### config.mk
export PLATFORM = sky130hd
export DESIGN_NAME = vco_adc_decim
export DESIGN_NICKNAME = d
export VERILOG_FILES = /design/src/rtl/vco_adc_decim.sv
export SDC_FILE = /design/constraint.sdc
export NUM_CORES = 1
export LEC_CHECK = 0
export ABC_AREA = 1
export CAP_MARGIN = 20
export CORE_ASPECT_RATIO = 1.25
export CORE_MARGIN = 2
export CORE_UTILIZATION = 55
export CTS_BUF_LIST = sky130_fd_sc_hd__clkbuf_4
export DETAILED_ROUTE_END_ITERATION = 16
export PLACE_DENSITY = 0.74
export SYNTH_ARGS = -nofsm -noshare
export SYNTH_HDL_FRONTEND = slang
export SYNTH_SLANG_ARGS = --single-unit
### constraint.sdc
create_clock -name wb_clk_i -period 6.85 [get_ports wb_clk_i]
set_clock_uncertainty 0.2 [all_clocks]
set_input_delay 1.37 -clock wb_clk_i [delete_from_list [all_inputs] [get_ports wb_clk_i]]
set_output_delay 1.37 -clock wb_clk_i [all_outputs]
set_load 0.02 [all_outputs]
### src/rtl/vco_adc_decim.sv
// vco_adc_decim: first-difference + integrate-and-dump (sinc1) decimator
// for a VCO-ADC edge counter, followed by a first-word-fall-through FIFO
// with a valid/ready read port and a sticky overflow flag.
module vco_adc_decim #(
    parameter int unsigned CW    = 8,
    parameter int unsigned OW    = 16,
    parameter int unsigned DEPTH = 8
) (
    input  logic                       wb_clk_i,
    input  logic                       wb_rst_i,
    input  logic                       en_i,
    input  logic [7:0]                 osr_i,
    input  logic [CW-1:0]              vco_cnt_i,
    output logic [OW-1:0]              sample_o,
    output logic                       sample_valid_o,
    input  logic                       sample_ready_i,
    output logic [$clog2(DEPTH):0]     fifo_level_o,
    output logic                       overflow_o,
    input  logic                       clr_ovf_i
);

    localparam int unsigned AW = $clog2(DEPTH);
    localparam int unsigned LW = AW + 1;
    localparam int unsigned SW = 8;

    typedef enum logic {IDLE, RUN} state_t;

    state_t          state;
    logic [CW-1:0]   prev_cnt;
    logic [SW-1:0]   osr_q;
    logic [SW-1:0]   win_cnt;
    logic [OW-1:0]   acc;

    logic [OW-1:0]   mem [DEPTH];
    logic [AW-1:0]   rd_ptr;
    logic [AW-1:0]   wr_ptr;

    logic [CW-1:0]   diff_c;
    logic [OW:0]     sum_c;
    logic [OW-1:0]   sat_c;
    logic            push_c;
    logic            pop_c;
    logic            full_c;
    logic            drop_c;
    logic            wr_en_c;
    logic [LW-1:0]   level_nxt_c;
    logic [OW-1:0]   head_nxt_c;

    // Wrapped first difference, saturating accumulate and FIFO control decode
    always_comb begin
        diff_c      = vco_cnt_i - prev_cnt;
        sum_c       = {1'b0, acc} + (OW+1)'(diff_c);
        sat_c       = sum_c[OW] ? '1 : sum_c[OW-1:0];
        push_c      = (state == RUN) && en_i && (win_cnt == osr_q);
        pop_c       = sample_valid_o && sample_ready_i;
        full_c      = (fifo_level_o == LW'(DEPTH));
        drop_c      = push_c && full_c && !pop_c;
        wr_en_c     = push_c && !drop_c;
        level_nxt_c = fifo_level_o + LW'(wr_en_c) - LW'(pop_c);

        // Next head value: a push into an empty (or emptying) FIFO falls
        // straight through, otherwise a pop exposes the following entry.
        head_nxt_c = sample_o;
        if (fifo_level_o == '0) begin
            if (wr_en_c) head_nxt_c = sat_c;
        end else if (pop_c) begin
            if (fifo_level_o == LW'(1)) begin
                if (wr_en_c) head_nxt_c = sat_c;
            end else begin
                head_nxt_c = mem[rd_ptr + AW'(1)];
            end
        end
    end

    // Prime / run state machine with window counter and accumulator
    always_ff @(posedge wb_clk_i or posedge wb_rst_i) begin
        if (wb_rst_i) begin
            state    <= IDLE;
            prev_cnt <= '0;
            osr_q    <= '0;
            win_cnt  <= '0;
            acc      <= '0;
        end else begin
            case (state)
                IDLE: begin
                    if (en_i) begin
                        prev_cnt <= vco_cnt_i;
                        osr_q    <= osr_i;
                        acc      <= '0;
                        win_cnt  <= '0;
                        state    <= RUN;
                    end
                end
                RUN: begin
                    if (!en_i) begin
                        state <= IDLE;
                    end else begin
                        prev_cnt <= vco_cnt_i;
                        if (win_cnt == osr_q) begin
                            acc     <= '0;
                            win_cnt <= '0;
                            osr_q   <= osr_i;
                        end else begin
                            acc     <= sat_c;
                            win_cnt <= win_cnt + SW'(1);
                        end
                    end
                end
                default: state <= IDLE;
            endcase
        end
    end

    // FIFO storage; contents need no reset since level gates visibility
    always_ff @(posedge wb_clk_i) begin
        if (wr_en_c) mem[wr_ptr] <= sat_c;
    end

    // FIFO pointers, level, registered head/valid and sticky overflow
    always_ff @(posedge wb_clk_i or posedge wb_rst_i) begin
        if (wb_rst_i) begin
            rd_ptr         <= '0;
            wr_ptr         <= '0;
            fifo_level_o   <= '0;
            sample_valid_o <= 1'b0;
            sample_o       <= '0;
            overflow_o     <= 1'b0;
        end else begin
            if (wr_en_c) wr_ptr <= wr_ptr + AW'(1);
            if (pop_c)   rd_ptr <= rd_ptr + AW'(1);
            fifo_level_o   <= level_nxt_c;
            sample_valid_o <= (level_nxt_c != '0);
            sample_o       <= head_nxt_c;
            if (drop_c)
                overflow_o <= 1'b1;
            else if (clr_ovf_i)
                overflow_o <= 1'b0;
        end
    end

endmodule

==> impl_metrics.ini <==
[run_status]
status = complete, no violations

[logic_synthesis]
yosys_register_bits = 197
syn_area_um2 = 9410
netlist_top_cells_area = sky130_fd_sc_hd__edfxtp_1, sky130_fd_sc_hd__dfrtp_1, sky130_fd_sc_hd__nand2_1, sky130_fd_sc_hd__nand3_1, sky130_fd_sc_hd__inv_1
post_synth_fa_ha_maj_area_fraction_pct = 3.83
synth.mux.area_fraction_pct = 0
mappedNetlistNets = 1054
ys.flop_type = sky130_fd_sc_hd__edfxtp_1
synth_top_cell_by_area = sky130_fd_sc_hd__edfxtp_1
netlist.area_leader.share_pct = 40.9
dominant_combinational_cell_family_by_area_after_synthesis = simple AND/OR/NAND/NOR gates
synth_xor_area_share_pct = 1.57
synth-edff-count = 128
synthSimpleGateAreaFrac_pct = 26.0
synth.yosys.warnings = 0
postSynth.asyncResetShare_pct = 35.0
avgSynthCellArea_um2 = 9.35
synth.distinct_cells = 35
fraction_of_the_mapped_netlist_area_in_compound_gates_pct = 3.53
synth_seq_area_share_pct = 59.2
syn-instance-count = 1006

[floorplan]
floorplan.io_pins = 43
die_width_um = 121
fp.dieH_um = 150
floorplan.rows = 53
die_area_um2 = 18200
start_util_pct = 56.1
core_um2 = 16800

[worst_setup_path]
setup.worst_path.class = in -> reg
timing.critical_path.from_type = input pin
worst-path-max-fanout = 15
timing.reg2reg.setup_slack_ps = 3000
worst_ep_arrival_time_ps = 4990
timing.critical_path.required_ps = 7130
critical_path.endpoint_type = register

[finish]
areaGrowthSynthToFinish_pct = 10.7
final_layout_size_suffix_gt1_share_pct = 6.83
multi_input_comb_area_um2 = 3330
final.fill_count = 1380
final-seq-area_um2 = 5570
utilization_after_layout_pct = 62.0
design_area_um2 = 10400
layout_common_cells = sky130_fd_sc_hd__nand2_1, sky130_fd_sc_hd__nand3_1, sky130_fd_sc_hd__edfxtp_1, sky130_fd_sc_hd__inv_1, sky130_fd_sc_hd__dfrtp_1
most_common_library_cell_in_the_layout_ignoring_fill_and_taps = sky130_fd_sc_hd__nand2_1
nNetsFinal = 1089

[route]
remaining_drc_errors = 0
route.vias.total = 6941
post_detailed_route_via_to_cell_ratio = 5.44
route.detailed.wl_per_inst_um = 17.1
postRouteAntennaNets = 0
detail_route.iter0.violations = 556
detailedRoute.firstPassIterationCount = 5
route.final.wire_length_um = 21800

[clock_network]
post_cts_hold_buffer_count = 0
cts_setup_buffers = 0
clockRootBuffer = sky130_fd_sc_hd__clkbuf_4
postcts_resize_cnt = 0
clock_sink_count = 197
cts.htree.levels = 4
max-clock-path-buffers = 2
cts_tree = yes
clkSlewWorstSetupHoldPaths_ps = 140
later_pin_clock_latency_in_the_skew_report_ps = 580
cts-buffers-inserted = 17

[power_and_ir_drop]
p_per_area_nw_per_um2 = 415
cellLeakagePower_nw = 4.56
worst_ir_drop_vdd_mv = 0.196

[sta]
max_freq_ghz = 0.212
period_share_pct = 68.9
grt_setup_unrepaired = no
timing_max_transition_violations_final = 0
timing.slew.headroom_pct = 27.3
final.setup.tns_ps = 0
final-setup-viol-count = 0
worst_slew_pin_slew_ps = 1090
post-route-min-period_ps = 4720
timing.final.hold_violations = 0

[flow_run]
max_cap_viol_count = 0

[global_route]
grt_overflow_total = 0
grt_util_all_layers_pct = 25.6
antenna_found_initial = 1
first_global_vias = 6878
global_route_wire_length_before_repair_um = 35200
grt_max_degree = 70

[hold_path]
class_of_the_most_critical_hold_timing_path = reg -> reg

[place]
io_buffer_count = 42
gp_congestion = 0.876
place_area_um2 = 10100
post-dp-hpwl_um = 13900
-- routing by layer --
layer	part of all wire [%]	GRT usage (%)
met1	41	31.9
met2	51	44.2
met3	5.7	4.20
met4	2.3	10.9
met5	0	0
-- metrics by stage --
stage	cells	hold WS, ps	worst slack, ps	total power (W)
4_1_cts	1274	304	2190	0.00432
5_1_grt	1275	335	1740	0.00462
3_5_place_dp	1242	279	1590	0.00362
6_report	1275	307	2130	0.00432
2_1_floorplan	1006	255	2550	0.00298
3_3_place_gp	1242	275	1710	0.00358
-- sequential cells by signal, indices dropped and copies added (netlist names), 3 cells and up --
register / flops
acc: 16
fifo_level_o: 4
mem: 128
osr_q: 8
prev_cnt: 8
rd_ptr: 3
sample_o: 16
win_cnt: 8
wr_ptr: 3
-- worst paths after layout --
check,startpoint,to,cells past startpoint
hold / removal,win_cnt[7]$_DFFE_PP0P_,win_cnt[7]$_DFFE_PP0P_,1
setup / recovery,vco_cnt_i[0],sample_o[10]$_DFFE_PP0P_,22
hold reg to reg,win_cnt[7]$_DFFE_PP0P_,win_cnt[7]$_DFFE_PP0P_,1
max in group asynchronous,wb_rst_i,rd_ptr[0]$_DFFE_PP0P_,3
setup reg to reg,prev_cnt[0]$_DFFE_PP0P_,sample_o[10]$_DFFE_PP0P_,20
min in group asynchronous,wb_rst_i,fifo_level_o[2]$_DFF_PP0_,3
-- synthesized netlist by cell type, types with 2 or more instances --
cell and n:
sky130_fd_sc_hd__clkbuf_1 17, sky130_fd_sc_hd__xor2_1 10, sky130_fd_sc_hd__buf_2 7, sky130_fd_sc_hd__nand2_1 354
sky130_fd_sc_hd__a22o_1 8, sky130_fd_sc_hd__inv_2 3, sky130_fd_sc_hd__ha_1 24, sky130_fd_sc_hd__buf_1 11
sky130_fd_sc_hd__dfrtp_1 69, sky130_fd_sc_hd__nand3_1 157, sky130_fd_sc_hd__o211ai_1 2, sky130_fd_sc_hd__inv_1 96
sky130_fd_sc_hd__nor2_1 22, sky130_fd_sc_hd__or2_2 3, sky130_fd_sc_hd__buf_6 3, sky130_fd_sc_hd__nor2_2 3
sky130_fd_sc_hd__nand2_2 3, sky130_fd_sc_hd__a21oi_1 16, sky130_fd_sc_hd__and2_1 2, sky130_fd_sc_hd__nand3_2 5
sky130_fd_sc_hd__nand3b_1 2, sky130_fd_sc_hd__nor3_1 13, sky130_fd_sc_hd__edfxtp_1 128, sky130_fd_sc_hd__nand4_1 3
sky130_fd_sc_hd__fa_1 3, sky130_fd_sc_hd__o21ai_0 29, sky130_fd_sc_hd__xnor2_1 5
-- final cells by class --
| class | count | area share (%) |
|---|---|---|
| tap | 220 | 2.64 |
| multi-input combinational | 671 | 32.0 |
| clock inverter | 15 | 2.00 |
| inverter | 99 | 3.57 |
| antenna | 1 | 0.0240 |
| clock buffer | 17 | 1.23 |
| timing repair buffer | 55 | 4.98 |
| sequential | 197 | 53.5 |
-- worst max-delay path, cell delays in order --
cell                              delay [ps]
sky130_fd_sc_hd__clkdlybuf4s50_1         390
sky130_fd_sc_hd__inv_1                    70
sky130_fd_sc_hd__ha_1                    140
sky130_fd_sc_hd__inv_1                    60
sky130_fd_sc_hd__fa_1                    390
sky130_fd_sc_hd__nand3_1                 110
sky130_fd_sc_hd__nand2_1                  60
sky130_fd_sc_hd__nand2_1                  70
sky130_fd_sc_hd__nand2_1                  50
sky130_fd_sc_hd__a21oi_1                 150
sky130_fd_sc_hd__xnor2_1                 140
sky130_fd_sc_hd__ha_1                    290
sky130_fd_sc_hd__nand2_1                 100
sky130_fd_sc_hd__inv_1                    50
sky130_fd_sc_hd__a21oi_1                 260
sky130_fd_sc_hd__nand2_2                 140
sky130_fd_sc_hd__nand3_2                 280
sky130_fd_sc_hd__nand3_1                 430
sky130_fd_sc_hd__nand2_1                 200
sky130_fd_sc_hd__nand3_1                 100
sky130_fd_sc_hd__nand2_1                  90
sky130_fd_sc_hd__nand2_1                  50
-- cells by family (layout without fill, tap and decap cells) --
family | after synthesis | count (layout)
adders and majority gates | 27 | 27
DFF | 197 | 197
and+or+nand+nor | 570 | 570
other | 0 | 1
xor gates and xnor gates | 16 | 16
buffers and inverters | 138 | 186
AOI/OAI and AO/OA | 58 | 58
-- power by group --
group	internal (W)	switching [W]
clock network	0.000323	0.000382
logic	0.000644	0.00132
registers	0.00152	0.000130
total	0.00249	0.00183
Power figures use the tool's default switching activity.
